## src/rtl/decode_stage.sv

```systemverilog
// LC-3 decode stage: registers the fetched instruction with its control bundle, generates
// operand-bypass selects from the last two writers and inserts one bubble on a load-use hazard.
module decode_stage (
  input  logic        clk,
  input  logic        rst,
  input  logic        enable_decode,
  input  logic [15:0] instr_dout,
  input  logic [15:0] npc_in,
  output logic [15:0] ir,
  output logic [15:0] npc_out,
  output logic [5:0]  e_control,
  output logic [1:0]  w_control,
  output logic        mem_control,
  output logic        bypass_alu_1,
  output logic        bypass_alu_2,
  output logic        bypass_mem_1,
  output logic        bypass_mem_2,
  output logic        valid_out,
  output logic        stall_fetch
);

  typedef enum logic [0:0] {StNormal, StBubble} state_e;

  state_e     state_q;
  logic       h1_valid_q, h1_load_q, h2_valid_q;
  logic [2:0] h1_dr_q, h2_dr_q;

  logic [5:0] dec_e;
  logic [1:0] dec_w;
  logic       dec_mem, used_1, used_2, writer, is_load, imm;
  logic [2:0] sr1, sr2, dr;
  logic       byp_alu_1, byp_alu_2, byp_mem_1, byp_mem_2, hazard;

  assign sr1 = instr_dout[8:6];
  assign sr2 = instr_dout[2:0];
  assign dr  = instr_dout[11:9];
  assign imm = instr_dout[5];

  // Control bundle layout: {alu[1:0], pcsel1[1:0], pcsel2, op2}
  always_comb begin
    dec_e   = 6'b000000;
    dec_w   = 2'b11;
    dec_mem = 1'b0;
    used_1  = 1'b0;
    used_2  = 1'b0;
    writer  = 1'b0;
    is_load = 1'b0;
    case (instr_dout[15:12])
      4'b0001: begin  // ADD
        dec_e = {2'b00, 2'b00, 1'b0, ~imm}; dec_w = 2'b00;
        used_1 = 1'b1; used_2 = ~imm; writer = 1'b1;
      end
      4'b0101: begin  // AND
        dec_e = {2'b01, 2'b00, 1'b0, ~imm}; dec_w = 2'b00;
        used_1 = 1'b1; used_2 = ~imm; writer = 1'b1;
      end
      4'b1001: begin  // NOT
        dec_e = {2'b10, 2'b00, 1'b0, 1'b0}; dec_w = 2'b00;
        used_1 = 1'b1; writer = 1'b1;
      end
      4'b0000: dec_e = {2'b00, 2'b01, 1'b1, 1'b0};  // BR
      4'b1100: begin  // JMP
        dec_e = {2'b00, 2'b11, 1'b0, 1'b0}; used_1 = 1'b1;
      end
      4'b0010, 4'b1010: begin  // LD, LDI
        dec_e = {2'b00, 2'b01, 1'b1, 1'b0}; dec_w = 2'b10;
        dec_mem = instr_dout[15]; writer = 1'b1; is_load = 1'b1;
      end
      4'b1110: begin  // LEA
        dec_e = {2'b00, 2'b01, 1'b1, 1'b0}; dec_w = 2'b01; writer = 1'b1;
      end
      4'b0011, 4'b1011: begin  // ST, STI
        dec_e = {2'b00, 2'b01, 1'b1, 1'b0}; dec_mem = instr_dout[15];
      end
      4'b0110: begin  // LDR
        dec_e = {2'b00, 2'b10, 1'b0, 1'b0}; dec_w = 2'b10;
        used_1 = 1'b1; writer = 1'b1; is_load = 1'b1;
      end
      4'b0111: begin  // STR
        dec_e = {2'b00, 2'b10, 1'b0, 1'b0}; used_1 = 1'b1;
      end
      default: ;
    endcase
  end

  always_comb begin
    byp_alu_1 = used_1 & h1_valid_q & ~h1_load_q & (h1_dr_q == sr1);
    byp_alu_2 = used_2 & h1_valid_q & ~h1_load_q & (h1_dr_q == sr2);
    byp_mem_1 = used_1 & h2_valid_q & (h2_dr_q == sr1) & ~byp_alu_1;
    byp_mem_2 = used_2 & h2_valid_q & (h2_dr_q == sr2) & ~byp_alu_2;
    hazard    = h1_valid_q & h1_load_q &
                ((used_1 & (h1_dr_q == sr1)) | (used_2 & (h1_dr_q == sr2)));
    stall_fetch = (state_q == StNormal) & hazard & enable_decode;
  end

  always_ff @(posedge clk) begin
    if (rst) begin
      state_q      <= StNormal;
      ir           <= 16'h0000;
      npc_out      <= 16'h0000;
      e_control    <= 6'b000000;
      w_control    <= 2'b11;
      mem_control  <= 1'b0;
      bypass_alu_1 <= 1'b0;
      bypass_alu_2 <= 1'b0;
      bypass_mem_1 <= 1'b0;
      bypass_mem_2 <= 1'b0;
      valid_out    <= 1'b0;
      h1_valid_q   <= 1'b0;
      h1_load_q    <= 1'b0;
      h1_dr_q      <= 3'd0;
      h2_valid_q   <= 1'b0;
      h2_dr_q      <= 3'd0;
    end else if (enable_decode) begin
      npc_out    <= npc_in;
      h2_valid_q <= h1_valid_q;
      h2_dr_q    <= h1_dr_q;
      if (stall_fetch) begin
        state_q      <= StBubble;
        ir           <= 16'h0000;
        e_control    <= 6'b000000;
        w_control    <= 2'b11;
        mem_control  <= 1'b0;
        bypass_alu_1 <= 1'b0;
        bypass_alu_2 <= 1'b0;
        bypass_mem_1 <= 1'b0;
        bypass_mem_2 <= 1'b0;
        valid_out    <= 1'b0;
        h1_valid_q   <= 1'b0;
        h1_load_q    <= 1'b0;
        h1_dr_q      <= 3'd0;
      end else begin
        state_q      <= StNormal;
        ir           <= instr_dout;
        e_control    <= dec_e;
        w_control    <= dec_w;
        mem_control  <= dec_mem;
        bypass_alu_1 <= byp_alu_1;
        bypass_alu_2 <= byp_alu_2;
        bypass_mem_1 <= byp_mem_1;
        bypass_mem_2 <= byp_mem_2;
        valid_out    <= 1'b1;
        h1_valid_q   <= writer;
        h1_load_q    <= is_load;
        h1_dr_q      <= dr;
      end
    end
  end

endmodule
```

## config.mk

```make
export PLATFORM = sky130hd
export DESIGN_NAME = decode_stage
export DESIGN_NICKNAME = d
export VERILOG_FILES = /design/src/rtl/decode_stage.sv
export SDC_FILE = /design/constraint.sdc
export NUM_CORES = 1
export LEC_CHECK = 0
export ABC_AREA = 1
export CORE_UTILIZATION = 35
export CTS_BUF_LIST = sky130_fd_sc_hd__clkbuf_2
export DETAILED_ROUTE_END_ITERATION = 10
export SLEW_MARGIN = 30
export SYNTH_ARGS = -nofsm -noshare
export SYNTH_HDL_FRONTEND = slang
export SYNTH_SLANG_ARGS = --single-unit
```

## constraint.sdc

```tcl
create_clock -name clk -period 2.3 [get_ports clk]
set_clock_uncertainty 0.05 [all_clocks]
set_input_delay 0.69 -clock clk [delete_from_list [all_inputs] [get_ports clk]]
set_output_delay 0.69 -clock clk [all_outputs]
set_load 0.02 [all_outputs]
```

# Word level (Yosys, flattened, before mapping)
# Index checks and enable logic that the tools add are counted.
[op_classes]
addsub = 0
mul = 0
div = 0
order_cmp = 0
n_eq_ne = 15
shift = 0
n_mux = 20
n_bitwise = 24
reduce_logical = 9
[op_table]
columns = ["op", "n"]
rows = [
  ["$pmux 6 s6", 1],
  ["$eq 4x4->1 const B", 5],
  ["$and 1x1->1", 18],
  ["$mux 16", 1],
  ["$mux 1", 14],
  ["$eq 3x3->1", 4],
  ["$eq 4x3->1 const B", 3],
  ["$reduce_or 6->1", 2],
  ["$eq 4x2->1 const B", 2],
  ["$reduce_or 7->1", 1],
  ["$mux 6", 1],
  ["$pmux 2 s3", 1],
  ["$reduce_or 3->1", 2],
  ["$not 1->1", 5],
  ["$eq 4x1->1 const B", 1],
  ["$logic_not 4->1", 1],
  ["$reduce_or 2->1", 2],
  ["$reduce_or 4->1", 1],
  ["$mux 3", 1],
  ["$mux 2", 1],
  ["$or 1x1->1", 1],
]
[totals]
register_bits = 56
latchBits = 0
ramBits = 0
romBits = 0
input_bits = 35
elab_cells = 84
n_memories = 0

# Logic depth before layout (Yosys ltp)
# Gate-level depths: netlist of the first run.
[logic_depth]
word_depth = 9
depth_mapped = 11
ltp_nobuf = 10

# Least setup slack after synthesis of the first run
# OpenSTA, ideal clock, no wires.
[synth_path]
path_type = "input port to output port"
from = "input port instr_dout[12]"
to = "output port stall_fetch"
arrival_time_ns = 1.522
required_time_ns = 1.560
setup_slack_ns = 0.038
cell_stages = 9
path_buffers = 1
path_cell_list = "inv_1 nor2_2 nand2_1 nor2_1 nand2_1 nand2_2 nand2_2 buf_2 inv_1"
[synth_via]
elab_chain_cells = 8
[synth_rtl]
columns = ["element", "line", "source"]
rows = [
  ["from (decl)", "7", "input logic [15:0] instr_dout,"],
  ["$eq 4x3->1 (tied with other cells)", "48", "case (instr_dout[15:12])"],
  ["$reduce_or 6->1 (no line) / $reduce_or 2->1 (equally long branches)", "n/a", ""],
  ["$mux 1, on equally long branches", "n/a", ""],
  ["$and 1x1->1", "92", "((used_1 & (h1_dr_q == sr1)) | (used_2 & (h1_dr_q == sr2)));"],
  ["$or 1x1->1 (*)", "92", ""],
  ["$and 1x1->1 (*)", "91", "hazard = h1_valid_q & h1_load_q &"],
  ["$and 1x1->1 (*) (2 in series)", "93", "stall_fetch = (state_q == StNormal) & hazard & enable_decode;"],
  ["to (decl)", "19", "output logic stall_fetch"],
]
# Every way passes the cells marked *; elsewhere a longest branch is shown, timed or not.

# Worst setup path in the final report of the first run
# Same ends and word-level chain as after synthesis.

==> impl_metrics.env, run 1 <==
export IMPL_htreeDepth=2
export IMPL_multi_input_area_um2=1155
export IMPL_crit_fanout=3
export IMPL_die_w_um=83.85
export IMPL_power_per_cell_area_nw_per_um2=552.2
export IMPL_synth_largest_area_cell="dfxtp_1"
export IMPL_endpoint_kind="primary output"
export IMPL_grt_pass1_vias=2429
export IMPL_grt_remaining_overflow=0
export IMPL_fin_crit_ns=2.399
export IMPL_max_freq_mhz=416.9
export IMPL_nets=463
export IMPL_syn_avg_cell_area_um2=7.467
export IMPL_drive_gt1_share_pct=24.24
export IMPL_cts_tree="done"
export IMPL_worst_slack_ns=-0.09862
export IMPL_hold_viol=0
export IMPL_p_leak_nw=1.549
export IMPL_final_setup_viol_count=1
export IMPL_syn_num_nets=349
export IMPL_relSlewSlack_pct=60.51
export IMPL_peakVddDrop_mv=0.3169
export IMPL_layout_area_overhead_vs_synth_pct=55.02
export IMPL_hp_class="reg -> reg"
export IMPL_synth_top_cell_area_share_pct=45.25
export IMPL_yosysSeqAreaShare_pct=45.25
export IMPL_routed_wl_um=6548
export IMPL_num_io_pins=82
export IMPL_diodes=0
export IMPL_grt_antenna_before_repair=0
export IMPL_grt_max_degree=54
export IMPL_netlist_area_um2=2345
export IMPL_status="finished, violations left"
export IMPL_grt_pass1_wl_um=10910
export IMPL_rr_startpoint="ir[9]$_SDFFE_PP0P_"
export IMPL_startpoint_type="input pin"
export IMPL_hp_start="e_control[2]$_SDFFE_PP0P_"
export IMPL_wl_per_cell_um=12.94
export IMPL_critical_path_max_stage_delay_ns=0.21
export IMPL_path_delay_family="simple AND/OR/NAND/NOR gates"
export IMPL_portBuffers=81
export IMPL_cts_root_buf="clkbuf_2"
export IMPL_drtIter0Drc=143
export IMPL_die_area_um2=7031
export IMPL_grt_usage_pct=19.06
export IMPL_cp_slowest_cell="clkdlybuf4s15_2"
export IMPL_dp_hpwl_um=4473
export IMPL_startpoint="instr_dout[12]"
export IMPL_nFillCells=614
export IMPL_max_slew_worst_pin_slew_ns=0.5923
export IMPL_slew_viol_final=0
export IMPL_routabilityCongestion=0.8451
export IMPL_cts_buffer_depth=2
export IMPL_rows=29
export IMPL_finalPower_mw=2.007
export IMPL_whs_ns=0.4305
export IMPL_cp_common_cell="nand2_2"
export IMPL_start_util_pct=36.51
export IMPL_ff_latch_area_um2=1072
export IMPL_worstPathCellList="clkdlybuf4s15_2 -> inv_2 -> nor2_4 -> nand2_2 -> nor2_1 -> nand2_1 -> nand2_2 -> nand2_2 -> inv_2 -> buf_6"
export IMPL_violations="DRC, setup timing"
export IMPL_syn_inst=314
export IMPL_cp_arrival_ns=1.66
export IMPL_detail_route_antenna_nets=0
export IMPL_synth_warnings=0
export IMPL_synth_seq_cells=53
export IMPL_post_route_period_util_pct=104.3
export IMPL_clock_sinks=53
export IMPL_ys_types=25
export IMPL_required_ns=1.56
export IMPL_cap_viol_max_count=0
export IMPL_via_per_inst=4.763
export IMPL_drc=5
export IMPL_cts_made_buffers=5
export IMPL_path_buf_inv=4
export IMPL_first_pass_iters=7
export IMPL_crit_type="in -> out"
export IMPL_rsz0062_at_grt="true"
export IMPL_core_um2=6422
export IMPL_synthTopCellsByArea="dfxtp_1 45%, nand2_1 9.9%, nor2_1 8.3%"
export IMPL_fp_dieH_um=83.85
export IMPL_vias=2410
export IMPL_clock_latency_ns=0.45
export IMPL_clkTransAtPathRegs_ns=0.26
[what timing repair did]
item,in CTS,in global routing
setup endpoints to repair,4,5
hold buffers,0,0
pin swaps,10,10
buffers inserted,12,2
resized for setup,43,19
[cells in the final DEF (no fill, tap or decap), drive strengths merged, types with 20 or more instances in the layout]
cell | Yosys | layout
nand3 | 32 | 32
inv | 20 | 20
dfxtp | 53 | 53
nor2 | 53 | 53
a21oi | 34 | 34
buf | 8 | 50
o21ai | 22 | 22
nand2 | 65 | 65
clkdlybuf4s50 | 0 | 63
[tightest hold or removal path, stage by stage, from the launching register on]
cell,delay (ns)
dfxtp_1,0.37
nand2_1,0.06
a21oi_1,0.05
[final timing paths]
check | slack [ns] | endpoint | depth (start not counted)
worst min register to register | 0.43 | e_control[2]$_SDFFE_PP0P_ | 2
worst max-delay path | -0.1 | stall_fetch | 10
worst min-delay path | 0.43 | e_control[2]$_SDFFE_PP0P_ | 2
worst max register to register | 0.15 | bypass_alu_2$_SDFFE_PP0P_ | 14
[kinds of logic (layout without fill, tap and decap cells)]
kind of cell | after synthesis | count (layout) | share of synthesized area (%)
AND/OR/NAND/NOR | 156 | 156 | 30.31
AO/OA/AOI/OAI | 58 | 58 | 14.14
buffers and inverters | 40 | 155 | 7.684
XOR/XNOR | 7 | 7 | 2.615
flip-flops | 53 | 53 | 45.25
[flip-flops by register name (all words and copies together) (netlist names)]
signal,cells
valid_out,1
bypass_alu_2,1
mem_control,1
bypass_alu_1,1
e_control,6
h2_valid_q,1
npc_out,16
ir,16
state_q,1
h2_dr_q,3
w_control,2
h1_valid_q,1
bypass_mem_1,1
bypass_mem_2,1
h1_load_q,1
[synth_stat cells]
| library cell | instances |
|---|---|
| nand2_1 | 62 |
| dfxtp_1 | 53 |
| nor2_1 | 52 |
| a21oi_1 | 24 |
| o21ai_0 | 21 |
| inv_1 | 20 |
| nand3_1 | 20 |
| clkbuf_1 | 12 |
| nand3_2 | 12 |
| a21oi_2 | 10 |
| buf_2 | 5 |
| xor2_1 | 5 |
| nand2_2 | 3 |
| or2_2 | 3 |
| xnor2_1 | 2 |
| a31oi_1 | 1 |
| buf_1 | 1 |
| buf_12 | 1 |
| buf_6 | 1 |
| nand3b_1 | 1 |
| nand4_1 | 1 |
| nor2_2 | 1 |
| nor3_1 | 1 |
| o211ai_1 | 1 |
| o21ai_1 | 1 |
[metal layers]
layer / vias up / wire length, um / part of all wire, % / GRT usage (%)
li1: 1228 / - / - / -
met1: 1118 / 2953 / 45 / 23.00
met2: 55 / 3197 / 49 / 33.98
met3: 9 / 307 / 4.7 / 3.956
met4: 0 / 89 / 1.4 / 5.486
met5: - / 0 / 0 / 0
[metrics by stage]
step | utilization, % | area (um^2) | std cells | worst slack [ns] | setup TNS (ns)
floorplan | - | 2345 | 314 | 0.03810 | 0
global placement | 52.78 | 3390 | 485 | -0.8572 | -5.315
detailed placement | 52.78 | 3390 | 485 | -0.9180 | -6.569
CTS | 56.01 | 3597 | 505 | -0.06169 | -0.06169
global route | 56.59 | 3635 | 506 | -0.1588 | -0.1588
finish | 56.59 | 3635 | 506 | -0.09862 | -0.09862
[layout make-up]
class                   count  share of cell area (%)
multi-input cells         221                   31.77
repair buffers            127                   31.53
flip-flops and latches     53                   29.50
well taps                  77                   2.651
inverters                  20                   2.065
clock inverters             3                   1.790
clock buffers               5                  0.6885
[power breakdown]
part           leakage (nW)  total [mW]  internal, mW  switching, mW
logic                  1.06       0.421         0.208          0.213
registers             0.438       0.995         0.967         0.0274
clock network        0.0529       0.592         0.290          0.301
total                  1.55        2.01          1.47          0.542
Power figures use the tool's default switching activity.
==> run 2: changes to the inputs <==
Settings changed: PLACE_DENSITY set to 0.63.
Clock period 2.3 ns to 2.4 ns, I/O delays scaled along.
==> impl_metrics.env, run 2 (synthesis results as in run 1) <==
export IMPL_routed_wl_um=6644
export IMPL_startpoint_type="input pin"
export IMPL_grt_antenna_before_repair=0
export IMPL_peakVddDrop_mv=0.3060
export IMPL_die_area_um2=7031
export IMPL_final_cell_mix="65 x clkdlybuf4s50_1, 58 x nand2_1, 55 x buf_4"
export IMPL_cts_tree="done"
export IMPL_reg2reg_slack_ns=0.08
export IMPL_fin_tns_setup_ns=-0.001299
export IMPL_first_pass_iters=7
export IMPL_grt_max_degree=54
export IMPL_detail_route_antenna_nets=0
export IMPL_finalPower_mw=1.742
export IMPL_power_per_cell_area_nw_per_um2=476.6
export IMPL_cts_buffer_depth=2
export IMPL_relSlewSlack_pct=62.36
export IMPL_hold_depth=2
export IMPL_dp_cells=483
export IMPL_crit_type="in -> out"
export IMPL_diodes=0
export IMPL_hold_viol=0
export IMPL_layout_area_overhead_vs_synth_pct=55.87
export IMPL_cts_hold_buffers=0
export IMPL_drc=4
export IMPL_htreeDepth=2
export IMPL_rr_endpoint="bypass_mem_2$_SDFFE_PP0P_"
export IMPL_worst_slack_ns=-0.001299
export IMPL_reg_largest_list="ir: 16 flops, npc_out: 16 flops, e_control: 6 flops"
export IMPL_violations="DRC, setup timing"
export IMPL_clkTransAtPathRegs_ns=0.29
export IMPL_cts_made_buffers=5
export IMPL_grt_remaining_overflow=0
export IMPL_dp_hpwl_um=4325
export IMPL_crit_end="stall_fetch"
export IMPL_grt_pass1_wl_um=10550
export IMPL_nets=473
export IMPL_final_setup_viol_count=1
export IMPL_cap_viol_max_count=0
export IMPL_core_um2=6422
export IMPL_crit_fanout=2
export IMPL_cts_root_buf="clkbuf_2"
export IMPL_final_common_cell="clkdlybuf4s50_1"
export IMPL_p_comb_share_pct=24.4
export IMPL_dp_slack_ns=-0.8934
export IMPL_post_route_period_util_pct=100.1
export IMPL_portBuffers=81
export IMPL_wl_per_cell_um=12.88
export IMPL_die_w_um=83.85
export IMPL_pwr_share_seq_pct=54.8
export IMPL_clock_sinks=53
export IMPL_r2r_cells=16
export IMPL_grt_pass1_vias=2283
export IMPL_required_ns=1.63
export IMPL_rr_startpoint="ir[10]$_SDFFE_PP0P_"
export IMPL_max_freq_mhz=416.4
export IMPL_p_leak_nw=1.597
export IMPL_grt_usage_pct=18.50
export IMPL_hp_class="reg -> reg"
export IMPL_drive_gt1_share_pct=28.25
export IMPL_rsz0062_at_grt="true"
export IMPL_internal_power_mw=1.215
export IMPL_vias=2436
export IMPL_drtIter0Drc=94
export IMPL_fin_crit_ns=2.401
export IMPL_routabilityCongestion=0.8212
export IMPL_hp_start="bypass_alu_2$_SDFFE_PP0P_"
export IMPL_status="finished, violations left"
export IMPL_cp_arrival_ns=1.63
export IMPL_pwr_share_clk_pct=20.8
export IMPL_slew_viol_final=0
export IMPL_endpoint_kind="primary output"
export IMPL_p_sw_share_pct=30.23
export IMPL_startpoint="instr_dout[8]"
export IMPL_p_sw_uw=526.6
export IMPL_via_per_inst=4.721
export IMPL_num_io_pins=82
export IMPL_fp_dieH_um=83.85
export IMPL_rows=29
export IMPL_stdcell_count=516
export IMPL_clock_latency_ns=0.46
export IMPL_start_util_pct=36.51
export IMPL_max_slew_worst_pin_slew_ns=0.5645
-- run 2: stage by stage --
stage | hold slack [ns] | cell area, um^2 | utilization (%)
6_report | 0.4324 | 3655 | 56.91
5_1_grt | 0.4509 | 3655 | 56.91
4_1_cts | 0.4348 | 3618 | 56.34
3_5_place_dp | 0.4058 | 3374 | 52.54
3_3_place_gp | 0.4022 | 3374 | 52.54
2_1_floorplan | 0.3953 | 2345 | -
-- run 2: power groups by stage --
stage | registers, mW | logic (mW) | clock network [mW]
finish | 0.955 | 0.425 | 0.362
global route | 0.962 | 0.458 | 0.405
CTS | 0.956 | 0.418 | 0.368
detailed placement | 0.970 | 0.388 | 0
global placement | 0.970 | 0.384 | 0
floorplan | 1.02 | 0.134 | 0
-- run 2: area by class of cell --
type | count | area, um^2
clock buffers | 6 | 30.03
clock inverters | 2 | 10.01
flip-flops and latches | 53 | 1070
repair buffers | 137 | 1197
multi-input cells | 221 | 1176
inverters | 20 | 75.07
well taps | 77 | 96.34
fillers | 594 | 2768
-- run 2: repair_timing --
action | 4_1_cts | 5_1_grt
buffers inserted | 23 | 2
endpoints found under the setup margin | 4 | 7
gates resized for setup | 39 | 31
pin swaps | 10 | 12
endpoints found under the hold margin | 0 | 0
-- run 2: critical path: stages --
cell and delay, ns:
dlygate4sd2_1 0.27, xnor2_2 0.21, nand3_2 0.13, nand2_2 0.09, nand2_2 0.06, inv_2 0.05, buf_6 0.10
-- run 2: how the worst min path moves through the flow --
stage / endpoint
2_1_floorplan: state_q$_SDFFE_PP0P_
3_3_place_gp: e_control[3]$_SDFFE_PP0P_
3_5_place_dp: e_control[4]$_SDFFE_PP0P_
4_1_cts: e_control[4]$_SDFFE_PP0P_
5_1_grt: e_control[2]$_SDFFE_PP0P_
6_report: bypass_alu_2$_SDFFE_PP0P_
-- run 2: per-layer routing --
| metal | vias up | track usage (%) | wire length, um | part of all wire, % |
|---|---|---|---|---|
| li1 | 1256 | - | - | - |
| met1 | 1109 | 23.10 | 3001 | 45 |
| met2 | 62 | 31.74 | 3265 | 49 |
| met3 | 9 | 4.055 | 298 | 4.5 |
| met4 | 0 | 5.643 | 78 | 1.2 |
| met5 | - | 0 | 0 | 0 |
